$ cat src/rtl/seq_alu_md.sv
`default_nettype none
// ============================================================================
// Module   : seq_alu_md
// Purpose  : Handshaked, registered N-bit ALU. It executes one operation at a
//            time. AND/OR/ADD/SUB/SLT/NOR finish in one cycle. Unsigned
//            multiply (shift-add) and unsigned divide (restoring) take N
//            iterations.
// Ports    : clk, rst_n (sync, active-low)
//            in_valid/in_ready  : operand handshake (a, b, op)
//            out_valid/out_ready: result handshake
//            result, result_hi  : low word / quotient, high word / remainder
//            cout, zero, overflow: status flags for the held result
// Revision : 1.0 - initial release
// ============================================================================
module seq_alu_md #(
    parameter int N = 32
) (
    input  logic         clk,
    input  logic         rst_n,
    input  logic         in_valid,
    output logic         in_ready,
    input  logic [N-1:0] a,
    input  logic [N-1:0] b,
    input  logic [2:0]   op,
    output logic         out_valid,
    input  logic         out_ready,
    output logic [N-1:0] result,
    output logic [N-1:0] result_hi,
    output logic         cout,
    output logic         zero,
    output logic         overflow
);

    localparam int CW = (N > 1) ? $clog2(N) : 1;

    localparam logic [2:0] c_OP_AND  = 3'b000;
    localparam logic [2:0] c_OP_OR   = 3'b001;
    localparam logic [2:0] c_OP_ADD  = 3'b010;
    localparam logic [2:0] c_OP_SUB  = 3'b011;
    localparam logic [2:0] c_OP_SLT  = 3'b100;
    localparam logic [2:0] c_OP_NOR  = 3'b101;
    localparam logic [2:0] c_OP_MULU = 3'b110;
    localparam logic [2:0] c_OP_DIVU = 3'b111;

    typedef enum logic [1:0] {
        ST_IDLE = 2'd0,
        ST_CALC = 2'd1,
        ST_DONE = 2'd2
    } state_t;

    state_t        state_q;
    logic [CW-1:0] cnt_q;
    logic          mul_q;      // 1: MULU in progress, 0: DIVU in progress
    logic [N-1:0]  b_q;        // multiplicand / divisor
    logic [N-1:0]  hi_q;       // partial product high / partial remainder
    logic [N-1:0]  lo_q;       // multiplier being shifted out / quotient
    logic          out_valid_q;
    logic [N-1:0]  result_q;
    logic [N-1:0]  result_hi_q;
    logic          cout_q;
    logic          zero_q;
    logic          overflow_q;

    // ------------------------------------------------------------------
    // Single-cycle datapath, evaluated on the live inputs at the accept edge
    // ------------------------------------------------------------------
    logic         w_sub;
    logic [N-1:0] w_bx;
    logic [N:0]   w_sum;
    logic         w_add_ovf;

    always_comb begin
        // SLT reuses the subtractor: a < b is sign(a-b) corrected by overflow
        w_sub     = (op == c_OP_SUB) || (op == c_OP_SLT);
        w_bx      = w_sub ? ~b : b;
        w_sum     = {1'b0, a} + {1'b0, w_bx} + {{N{1'b0}}, w_sub};
        // carry into MSB is recovered from the MSB sum bit
        w_add_ovf = (a[N-1] ^ w_bx[N-1] ^ w_sum[N-1]) ^ w_sum[N];
    end

    logic [N-1:0] res_d;
    logic         cout_d;
    logic         ovf_d;

    always_comb begin
        res_d  = '0;
        cout_d = 1'b0;
        ovf_d  = 1'b0;
        case (op)
            c_OP_AND: res_d = a & b;
            c_OP_OR:  res_d = a | b;
            c_OP_ADD,
            c_OP_SUB: begin
                res_d  = w_sum[N-1:0];
                cout_d = w_sum[N];
                ovf_d  = w_add_ovf;
            end
            c_OP_SLT: res_d = {{(N-1){1'b0}}, w_sum[N-1] ^ w_add_ovf};
            c_OP_NOR: res_d = ~(a | b);
            default:  res_d = '0;
        endcase
    end

    // ------------------------------------------------------------------
    // One iteration of multiply or divide
    // ------------------------------------------------------------------
    logic [N:0]   w_madd;
    logic [N:0]   w_shift;
    logic [N-1:0] w_diff;
    logic         w_ge;
    logic [N-1:0] hi_d;
    logic [N-1:0] lo_d;

    always_comb begin
        // shift-add: add b when the current multiplier LSB is set, then
        // shift the whole {carry, hi, lo} right by one
        w_madd  = {1'b0, hi_q} + (lo_q[0] ? {1'b0, b_q} : '0);
        // restoring divide: bring down the next dividend bit (MSB first)
        w_shift = {hi_q, lo_q[N-1]};
        w_ge    = (w_shift >= {1'b0, b_q});
        // when w_ge holds the difference is below 2^N, so N bits suffice
        w_diff  = w_shift[N-1:0] - b_q;
        if (mul_q) begin
            hi_d = w_madd[N:1];
            lo_d = {w_madd[0], lo_q[N-1:1]};
        end else begin
            hi_d = w_ge ? w_diff : w_shift[N-1:0];
            lo_d = {lo_q[N-2:0], w_ge};
        end
    end

    // ------------------------------------------------------------------
    // Control FSM and output registers
    // ------------------------------------------------------------------
    always_ff @(posedge clk) begin
        if (!rst_n) begin
            state_q     <= ST_IDLE;
            cnt_q       <= '0;
            mul_q       <= 1'b0;
            b_q         <= '0;
            hi_q        <= '0;
            lo_q        <= '0;
            out_valid_q <= 1'b0;
            result_q    <= '0;
            result_hi_q <= '0;
            cout_q      <= 1'b0;
            zero_q      <= 1'b0;
            overflow_q  <= 1'b0;
        end else begin
            case (state_q)
                ST_IDLE: begin
                    if (in_valid) begin
                        b_q <= b;
                        if (op == c_OP_MULU || op == c_OP_DIVU) begin
                            mul_q   <= (op == c_OP_MULU);
                            hi_q    <= '0;
                            lo_q    <= a;
                            cnt_q   <= CW'(N - 1);
                            state_q <= ST_CALC;
                        end else begin
                            result_q    <= res_d;
                            result_hi_q <= '0;
                            cout_q      <= cout_d;
                            zero_q      <= (res_d == '0);
                            overflow_q  <= ovf_d;
                            out_valid_q <= 1'b1;
                            state_q     <= ST_DONE;
                        end
                    end
                end
                ST_CALC: begin
                    hi_q  <= hi_d;
                    lo_q  <= lo_d;
                    cnt_q <= cnt_q - CW'(1);
                    if (cnt_q == '0) begin
                        result_q    <= lo_d;
                        result_hi_q <= hi_d;
                        cout_q      <= 1'b0;
                        zero_q      <= (lo_d == '0);
                        // MULU: product does not fit in N bits; DIVU: b == 0
                        overflow_q  <= mul_q ? (hi_d != '0) : (b_q == '0);
                        out_valid_q <= 1'b1;
                        state_q     <= ST_DONE;
                    end
                end
                ST_DONE: begin
                    if (out_ready) begin
                        out_valid_q <= 1'b0;
                        state_q     <= ST_IDLE;
                    end
                end
                default: state_q <= ST_IDLE;
            endcase
        end
    end

    assign in_ready  = (state_q == ST_IDLE) && rst_n;
    assign out_valid = out_valid_q;
    assign result    = result_q;
    assign result_hi = result_hi_q;
    assign cout      = cout_q;
    assign zero      = zero_q;
    assign overflow  = overflow_q;

endmodule
`default_nettype wire

$ cat config.mk
export PLATFORM = sky130hd
export DESIGN_NAME = seq_alu_md
export DESIGN_NICKNAME = d
export VERILOG_FILES = /design/src/rtl/seq_alu_md.sv
export SDC_FILE = /design/constraint.sdc
export NUM_CORES = 1
export LEC_CHECK = 0
export CAP_MARGIN = 10
export CORE_UTILIZATION = 25
export DETAILED_ROUTE_END_ITERATION = 8
export DONT_BUFFER_PORTS = 1
export PLACE_DENSITY = 0.51
export SLEW_MARGIN = 20
export SYNTH_ARGS = -nofsm -noshare
export SYNTH_HDL_FRONTEND = slang
export SYNTH_SLANG_ARGS = --single-unit
$ cat constraint.sdc
create_clock -name clk -period 5.55 [get_ports clk]
set_input_delay 0.555 -clock clk [delete_from_list [all_inputs] [get_ports clk]]
set_output_delay 0.555 -clock clk [all_outputs]
set_load 0.02 [all_outputs]
# ---- After elaboration in Yosys (flattened, before gate mapping)
# Cells that the tools add are included.
dict set report classes {
  addsub 5
  n_mul 0
  div 0
  order_cmp 1
  n_eq_ne 14
  shift 0
  n_mux 48
  n_bitwise 8
  n_reduce_logical 19
}
# operator n
set ops {}
lappend ops {{$mux 32} 15}
lappend ops {{$pmux 32 s2} 4}
lappend ops {{$pmux 32 s5} 1}
lappend ops {{$logic_not 32->1} 3}
lappend ops {{$add 32x32->33} 2}
lappend ops {{$not 32->32} 2}
lappend ops {{$add 33x1->33} 1}
lappend ops {{$ge 33x32->1} 1}
lappend ops {{$and 32x32->32} 1}
lappend ops {{$or 32x32->32} 1}
lappend ops {{$reduce_bool 32->1} 1}
lappend ops {{$sub 32x32->32} 1}
lappend ops {{$mux 1} 16}
lappend ops {{$eq 3x3->1 const B} 4}
lappend ops {{$mux 5} 2}
lappend ops {{$ne 2x2->1 const B} 5}
lappend ops {{$pmux 5 s2} 1}
lappend ops {{$reduce_and 3->1} 3}
lappend ops {{$mux 2} 4}
lappend ops {{$eq 3x2->1 const B} 2}
lappend ops {{$pmux 1 s2} 3}
lappend ops {{$pmux 2 s3} 1}
lappend ops {{$logic_not 5->1} 1}
lappend ops {{$reduce_and 5->1} 1}
lappend ops {{other kinds (15)} 19}
dict set report totals {
  regBits 172
  latchBits 0
  mem_bits_rw 0
  romBits 0
  input_bits 71
  word_cells 107
  mem_count 0
}

# ---- Longest topological paths before layout
# Gate-level depths: netlist (run 1).
dict set report logic_depth {
  word_depth 13
  depth_mapped 22
  ltp_nobuf 16
}

# ---- Least setup slack after synthesis (run 1)
# No wires, ideal clock.
dict set report synth_path {
  path_type {input -> register}
  start {in op[0]}
  end {reg zero_q, in the netlist zero}
  setup_time_ns 0.084
  arrival_ns 5.593
  required_ns 5.466
  setup_slack_ns -0.127
  stages 21
  n_path_buf 6
  cell_sequence {clkbuf_1 -> clkbuf_1 -> clkbuf_1 -> clkbuf_1 -> clkbuf_1 -> nand2_1 -> nand2_1 -> buf_1 -> xor2_1 -> fa_1 -> a211oi_2 -> o21bai_1 -> o311ai_2 -> o211ai_2 -> a21o_1 -> a211o_1 -> a41oi_2 -> and4b_1 -> nand4_1 -> or4_1 -> o31ai_2}
}
dict set report synth_via {
  elab_chain_cells 13
  elab_cells_between_ends 25
  classes_between {2 x add/sub; 8 x eq/ne; 5 x mux; 4 x bitwise; 6 x reduce/logical}
}
# element line_no
set synth_lines {}
lappend synth_lines {{start: declaration} 24} ;# input logic [2:0] op,
lappend synth_lines {{$eq 3x2->1 or $eq 3x3->1 (tied branches)} {74, 89}}
lappend synth_lines {{$logic_or 1x1->1} 74} ;# w_sub = (op == c_OP_SUB) || (op == c_OP_SLT);
lappend synth_lines {{$mux 32} 75} ;# w_bx = w_sub ? ~b : b;
lappend synth_lines {{$add 32x32->33} 76} ;# w_sum = {1'b0, a} + {1'b0, w_bx} + {{N{1'b0}}, w_sub};
lappend synth_lines {{$add 33x1->33} 76}
lappend synth_lines {{$xor 1x1->1 (2 in series)} 78} ;# w_add_ovf = (a[N-1] ^ w_bx[N-1] ^ w_sum[N-1]) ^ w_sum[N];
lappend synth_lines {{$xor 1x1->1} 98} ;# c_OP_SLT: res_d = {{(N-1){1'b0}}, w_sum[N-1] ^ w_add_ovf};
lappend synth_lines {{$pmux 32 s5} 89} ;# case (op)
lappend synth_lines {{$logic_not 32->1} 164} ;# zero_q <= (res_d == '0);
lappend synth_lines {{$mux 1} 154} ;# if (op == c_OP_MULU || op == c_OP_DIVU) begin
lappend synth_lines {{$mux 1} 152} ;# if (in_valid) begin
lappend synth_lines {{$pmux 1 s2} 150} ;# case (state_q)
lappend synth_lines {{end signal: assignment} 164}
lappend synth_lines {{end signal: assignment} 179} ;# zero_q <= (lo_d == '0);
lappend synth_lines {{end: declaration} 61} ;# logic zero_q;
# Several ways; a longest one is shown, not always the timed one. The select of a mux whose other input is x is not followed.
# A chain may end at the register's enable or synchronous reset.

# ---- Final worst setup path (run 1)
dict set report layout_path {
  start {reg lo_q[0]}
  end {reg overflow_q, in the netlist overflow}
}
dict set report layout_via {
  elab_chain_cells 7
}
# element line_no
set layout_lines {}
lappend layout_lines {{start: declaration} 56} ;# logic [N-1:0] lo_q;
lappend layout_lines {{start signal: assignment} 173} ;# lo_q <= lo_d;
lappend layout_lines {{$mux 32} 117} ;# w_madd = {1'b0, hi_q} + (lo_q[0] ? {1'b0, b_q} : '0);
lappend layout_lines {{$add 32x32->33} 117}
lappend layout_lines {{$mux 32} 123} ;# if (mul_q) begin
lappend layout_lines {{$reduce_bool 32->1} 181} ;# overflow_q <= mul_q ? (hi_d != '0) : (b_q == '0);
lappend layout_lines {{$mux 1} 181}
lappend layout_lines {{$mux 1} 175} ;# if (cnt_q == '0) begin
lappend layout_lines {{$pmux 1 s2} 150}
lappend layout_lines {{end signal: assignment} 165} ;# overflow_q <= ovf_d;
lappend layout_lines {{end signal: assignment} 181}
lappend layout_lines {{end: declaration} 62} ;# logic overflow_q;
# Every way passes these cells. The select of a mux whose other input is x is not followed.

==> results of run 1 <==
==> synthesized netlist by cell type (39+ instances only) <==
cell type	n
a211oi_1	46
a21oi_1	287
and2_1	45
clkbuf_1	114
dfxtp_1	172
ha_1	99
inv_1	63
nand2_1	297
nand3_1	57
nor2_1	211
nor3_1	79
o211ai_1	39
o21ai_0	119
xor2_1	64
==> stage by stage <==
stage | util | hold WS (ps) | cells | area, µm²
6_report | 0.274 | 187 | 2885 | 16600
4_1_cts | 0.274 | 160 | 2885 | 16600
5_1_grt | 0.274 | 184 | 2885 | 16600
3_5_place_dp | 0.264 | 468 | 2854 | 16000
2_1_floorplan | - | 444 | 2190 | 15300
3_3_place_gp | 0.264 | 465 | 2854 | 16000
==> final timing paths <==
path	start	endpoint	cells after the start
max	lo_q[0]$_SDFFE_PN0P_	overflow$_SDFFE_PN0P_	14
min	rst_n	result_hi[13]$_SDFFE_PN0P_	1
max reg2reg	lo_q[0]$_SDFFE_PN0P_	overflow$_SDFFE_PN0P_	14
min reg2reg	lo_q[30]$_SDFFE_PN0P_	lo_q[30]$_SDFFE_PN0P_	2
==> cell families after synthesis <==
| logic type | after synthesis |
|---|---|
| AOI/OAI and AO/OA | 706 |
| xor gates and xnor gates | 100 |
| adders and majority gates | 104 |
| buffers and inverters | 205 |
| and+or+nand+nor | 873 |
| muxes | 30 |
| DFF | 172 |
==> worst max-delay path: stages (launching register included) <==
cell and delay [ps]:
dfxtp_1 670, buf_4 370, and2_1 170, ha_1 330, a21oi_1 240, o211ai_1 170, a221oi_1 440, a31oi_1 260
o41ai_1 610, o21ai_0 260, xor2_1 200, or3_1 330, a221o_1 320, nor4_2 210, nor2_1 80
==> report_power, final <==
part           switching, mW  total [mW]  leakage, nW  internal (mW)
Clock                  0.607        1.33        0.290          0.720
Sequential             0.107        1.40         1.40           1.30
Combinational          0.869        1.37         4.62          0.499
==> sequential cells by signal, indices dropped and copies added, names as in the netlist <==
name	flops
hi_q	32
lo_q	32
zero	1
result_hi	32
cnt_q	5
b_q	32
result	32
state_q	2
out_valid	1
mul_q	1
overflow	1
cout	1
==> per-layer routing <==
| layer | vias up | track usage | part of all wire | routed length (µm) |
|---|---|---|---|---|
| met5 | - | 0 | 0.00021 | 13 |
| met4 | 2 | 0.0691 | 0.026 | 1630 |
| met3 | 79 | 0.0411 | 0.062 | 3870 |
| met2 | 473 | 0.328 | 0.47 | 29200 |
| met1 | 7667 | 0.249 | 0.44 | 27400 |
| li1 | 7746 | - | - | - |
==> cell type report <==
class | count | share of cell area
clock buffers | 18 | 0.0265
clock inverters | 13 | 0.00996
inverters | 64 | 0.0148
multi-input cells | 1813 | 0.671
flip-flops and latches | 172 | 0.208
well taps | 782 | 0.0590
repair buffers | 23 | 0.0104
==> metrics.yaml, run 1 <==
worstMarginPinSlew_ps: 1030
synth_cells: 2190
mostFrequentLayoutCell: "nand2_1"
clock_latency_ps: 500
synth_flop_cell: "dfxtp_1"
area_growth_pct: 8.22
max_freq_mhz: 208
totalWireLength_um: 62100
layout_common_cells: "296 x nand2_1, 286 x a21oi_1, 211 x nor2_1"
grt_pass1_wl_um: 94800
grt_overflow_total: 0
cts-hold-fix-buffers: 0
setup_viol: 0
yosys.area_share.adder: 0.0861
rsz0062_at_grt: "no"
max_slew_margin: 0.312
critPathRequiredTime_ps: 5920
cts_sinks: 172
ios: 140
finalSetupTns_ps: 0
drc: 0
avgSynthCellArea_um2: 7.00
first_pass_iters: 7
wl_per_cell_um: 21.5
start_util: 0.253
maxCapViolCount: 0
seq_area_um2: 3450
vias: 16000
dp_slack_ps: 649
core-area_um2: 60500
ys_ff_latch: 172
power.density_nw_per_um2: 247
syn-num-nets: 2363
synth.top_cell.area_share: 0.225
grt_usage: 0.197
hold_class: "input pin to flip-flop"
finalClockSkew_ps: 17.7
ir_drop_uv: 240
arrival_ps: 5180
cts_buffer_depth: 2
synth_area_um2: 15300
fin_crit_sh: 0.866
die_h_um: 250
cp_max_fo: 24
synthXorXnorAreaFrac: 0.0572
multi_input_area_um2: 11100
synth-simple-area-share: 0.270
path_clk_slew_ps: 70
muxShareOfSynthArea: 0.0202
rows: 90
synth_top_cell_by_area: "dfxtp_1"
r2r_setup_slack_ps: 740
yosysWarnings: 0
antenna_found_initial: 1
synth_cell_types: 94
post-dp-hpwl_um: 47400
grt_pass1_vias: 15300
ys_async_sr_fraction: 0
crit_path_start_kind: "flip-flop"
synth-compound-area-share: 0.290
numCtsBuffers: 17
power_mw: 4.10
final_nets: 2264
chipWidth_um: 250
slew_violations: 0
synth_edf_count: 0
cts_setup_buffers: 0
place_congestion: 0.932
cts_resized: 0
dieArea_um2: 62300
postRouteAntennaNets: 0
cts_tree: "done"
final.setup.worst_slack_ps: 742
seq_area_frac_synth: 0.225
status: "complete, no violations"
diodes: 0
p_leak_nw: 6.30
drive_gt1_frac: 0.0509
io_buffers: 0
clock-root-buffer: "clkbuf_16"
drtIter0Drc: 1490
synth_top_family_by_area: "compound AO/OA/AOI/OAI gates"
h-tree-depth: 4
fillers: 6570
viasPerCell: 5.53
synthTopCellsByArea: "dfxtp_1 22%, a21oi_1 9.4%, ha_1 8.1%"
grt_start_max_net_pins: 108
finalCriticalPeriod_ps: 4810
hold_viol: 0
cp-end-kind: "flip-flop"
path_class: "flip-flop to flip-flop"
Power figures use the tool's default switching activity.
==> inputs of run 2 (changes only) <==
PLACE_DENSITY = 0.39   (was 0.51)
clock period = 5.1 ns   (was 5.55 ns; I/O delays follow)
==> run 2 against run 1 <==
Flip-flop and latch count did not move. Clock-buffer cell count shrank 1. Final cell count up 0.45%. Global-route usage is 0.50 points higher. Clock skew is 5.4 ps lower. Non-clock buffer count up 12. Die area is the same. Critical endpoint unchanged.
==> metrics.yaml, run 2 (synthesis gave the netlist of run 1 again) <==
power.density_nw_per_um2: 268  # was 247 nW/µm²
cts_resized: 0  # unchanged
dieArea_um2: 62300  # unchanged
antenna_found_initial: 0  # was 1
layout_common_cells: "296 x nand2_1, 286 x a21oi_1, 211 x nor2_1"  # unchanged
fin_crit_sh: 0.890  # was 0.866
status: "complete, no violations"  # unchanged
cts-hold-fix-buffers: 0  # unchanged
whs_path_depth: 1  # unchanged
chipWidth_um: 250  # unchanged
hp-start: "rst_n"  # unchanged
hold_class: "input pin to flip-flop"  # unchanged
power_mw: 4.46  # was 4.10 mW
cts_buffer_depth: 2  # unchanged
cts_tree: "done"  # unchanged
h-tree-depth: 4  # unchanged
grt_pass1_vias: 15300  # about the same
cts_sinks: 172  # unchanged
path_clk_slew_ps: 80  # was 70 ps
r2r_setup_slack_ps: 560  # was 740 ps
grt_usage: 0.202  # was 0.197
ir_drop_uv: 272  # was 240 µV
finalSetupTns_ps: 0  # unchanged
rsz0062_at_grt: "no"  # unchanged
totalWireLength_um: 63700  # was 62100 µm
drc: 0  # unchanged
wl_per_cell_um: 22.0  # was 21.5 µm
drive_gt1_frac: 0.0567  # was 0.0509
io_buffers: 0  # unchanged
finalCriticalPeriod_ps: 4540  # was 4810 ps
viasPerCell: 5.44  # was 5.53
place_congestion: 0.914  # was 0.932
route.met2.wl_um: 30000  # was 29200 µm
arrival_ps: 4920  # was 5180 ps
r2r_cells: 16  # was 14
whs_ps: 133  # was 187 ps
p_leak_nw: 6.36  # was 6.30 nW
clock_latency_ps: 500  # about the same
area_growth_pct: 8.79  # was 8.22%
slew_violations: 0  # unchanged
grt_overflow_total: 0  # unchanged
r2r-end: "overflow$_SDFFE_PN0P_"  # unchanged
numCtsBuffers: 17  # unchanged
max_freq_mhz: 220  # was 208 MHz
rows: 90  # unchanged
max_slew_margin: 0.411  # was 0.312
final_core_util: 0.276  # was 0.274
min_to: "result_hi[13]$_SDFFE_PN0P_"  # unchanged
wl_met1_um: 29000  # was 27400 µm
start_util: 0.253  # unchanged
worstMarginPinSlew_ps: 883  # was 1030 ps
finalClockSkew_ps: 12.3  # was 17.7 ps
final_nets: 2276  # was 2264
top_layer: "met4"  # was met5
setup_viol: 0  # unchanged
regToRegStartpoint: "lo_q[0]$_SDFFE_PN0P_"  # unchanged
wl_met3_um: 2720  # was 3870 µm
fillers: 6585  # was 6570
grt_start_max_net_pins: 71  # was 108
cp_max_fo: 18  # was 24
cp-end-kind: "flip-flop"  # unchanged
vias: 15800  # was 16.0k
postRouteAntennaNets: 0  # unchanged
crit_path_start_kind: "flip-flop"  # unchanged
mostFrequentLayoutCell: "nand2_1"  # unchanged
die_h_um: 250  # unchanged
path_class: "flip-flop to flip-flop"  # unchanged
drtIter0Drc: 1368  # was 1490
maxCapViolCount: 0  # unchanged
cts_setup_buffers: 0  # unchanged
ios: 140  # unchanged
diodes: 0  # unchanged
first_pass_iters: 5  # was 7
core-area_um2: 60500  # unchanged
grt_pass1_wl_um: 96200  # was 94800 µm
hold_viol: 0  # unchanged
post-dp-hpwl_um: 49600  # was 47400 µm
critPathRequiredTime_ps: 5480  # was 5920 ps
clock-root-buffer: "clkbuf_16"  # unchanged
## run 2: changes by cell type in the layout (fill, tap and decap cells not counted), sizes merged
cell    before  now
buf         23   35
inv         66   70
bufinv       3    2
clkbuf      18   17
clkinv       5    4
## run 2: area by class of cell
cell class	count	area, µm²	area share
Sequential cell	172	3450	0.207
Inverter	64	245	0.0147
Tap cell	782	978	0.0587
Clock inverter	15	176	0.0106
Timing Repair Buffer	35	263	0.0158
Clock buffer	17	425	0.0255
Multi-Input combinational cell	1813	11100	0.668
## run 2: how the worst max path moves through the flow
| stage | start | end | slack (ps) | cells past startpoint |
|---|---|---|---|---|
| 3_3_place_gp | op[1] | zero$_SDFFE_PN0P_ | 310 | 17 |
| 6_report | lo_q[0]$_SDFFE_PN0P_ | overflow$_SDFFE_PN0P_ | 560 | 16 |
| 2_1_floorplan | op[0] | zero$_SDFFE_PN0P_ | 30 | 21 |
| 3_5_place_dp | op[1] | zero$_SDFFE_PN0P_ | 270 | 17 |
| 4_1_cts | lo_q[0]$_SDFFE_PN0P_ | overflow$_SDFFE_PN0P_ | 530 | 16 |
| 5_1_grt | lo_q[0]$_SDFFE_PN0P_ | overflow$_SDFFE_PN0P_ | 230 | 16 |
## run 2: critical path: stages (launching register included)
cell and delay (ps):
dfxtp_1 540, and2_1 260, ha_1 230, fa_1 440, a211oi_1 380, buf_4 200
o211ai_1 150, nand3_1 220, a31oi_1 200, o41ai_1 430, buf_4 190, o21ai_0 100
xor2_1 180, or3_1 340, a221o_1 330, nor4_2 170, nor2_1 70
## run 2: power breakdown
group / internal, mW / switching, mW
clock network: 0.738 / 0.684
registers: 1.41 / 0.111
logic: 0.552 / 0.970
## run 2: per-stage QoR
| stage | instances | worst slack, ps | cell area (µm²) |
|---|---|---|---|
| 3_5_place_dp | 2866 | 270 | 16100 |
| 2_1_floorplan | 2190 | 34.5 | 15300 |
| 3_3_place_gp | 2866 | 310 | 16100 |
| 4_1_cts | 2898 | 532 | 16700 |
| 5_1_grt | 2898 | 234 | 16700 |
| 6_report | 2898 | 561 | 16700 |
## run 2: metal layers
| metal | global-route usage | vias up |
|---|---|---|
| met5 | 0 | - |
| met4 | 0.0760 | 0 |
| li1 | - | 7783 |
| met3 | 0.0311 | 74 |
| met1 | 0.255 | 7527 |
| met2 | 0.344 | 389 |
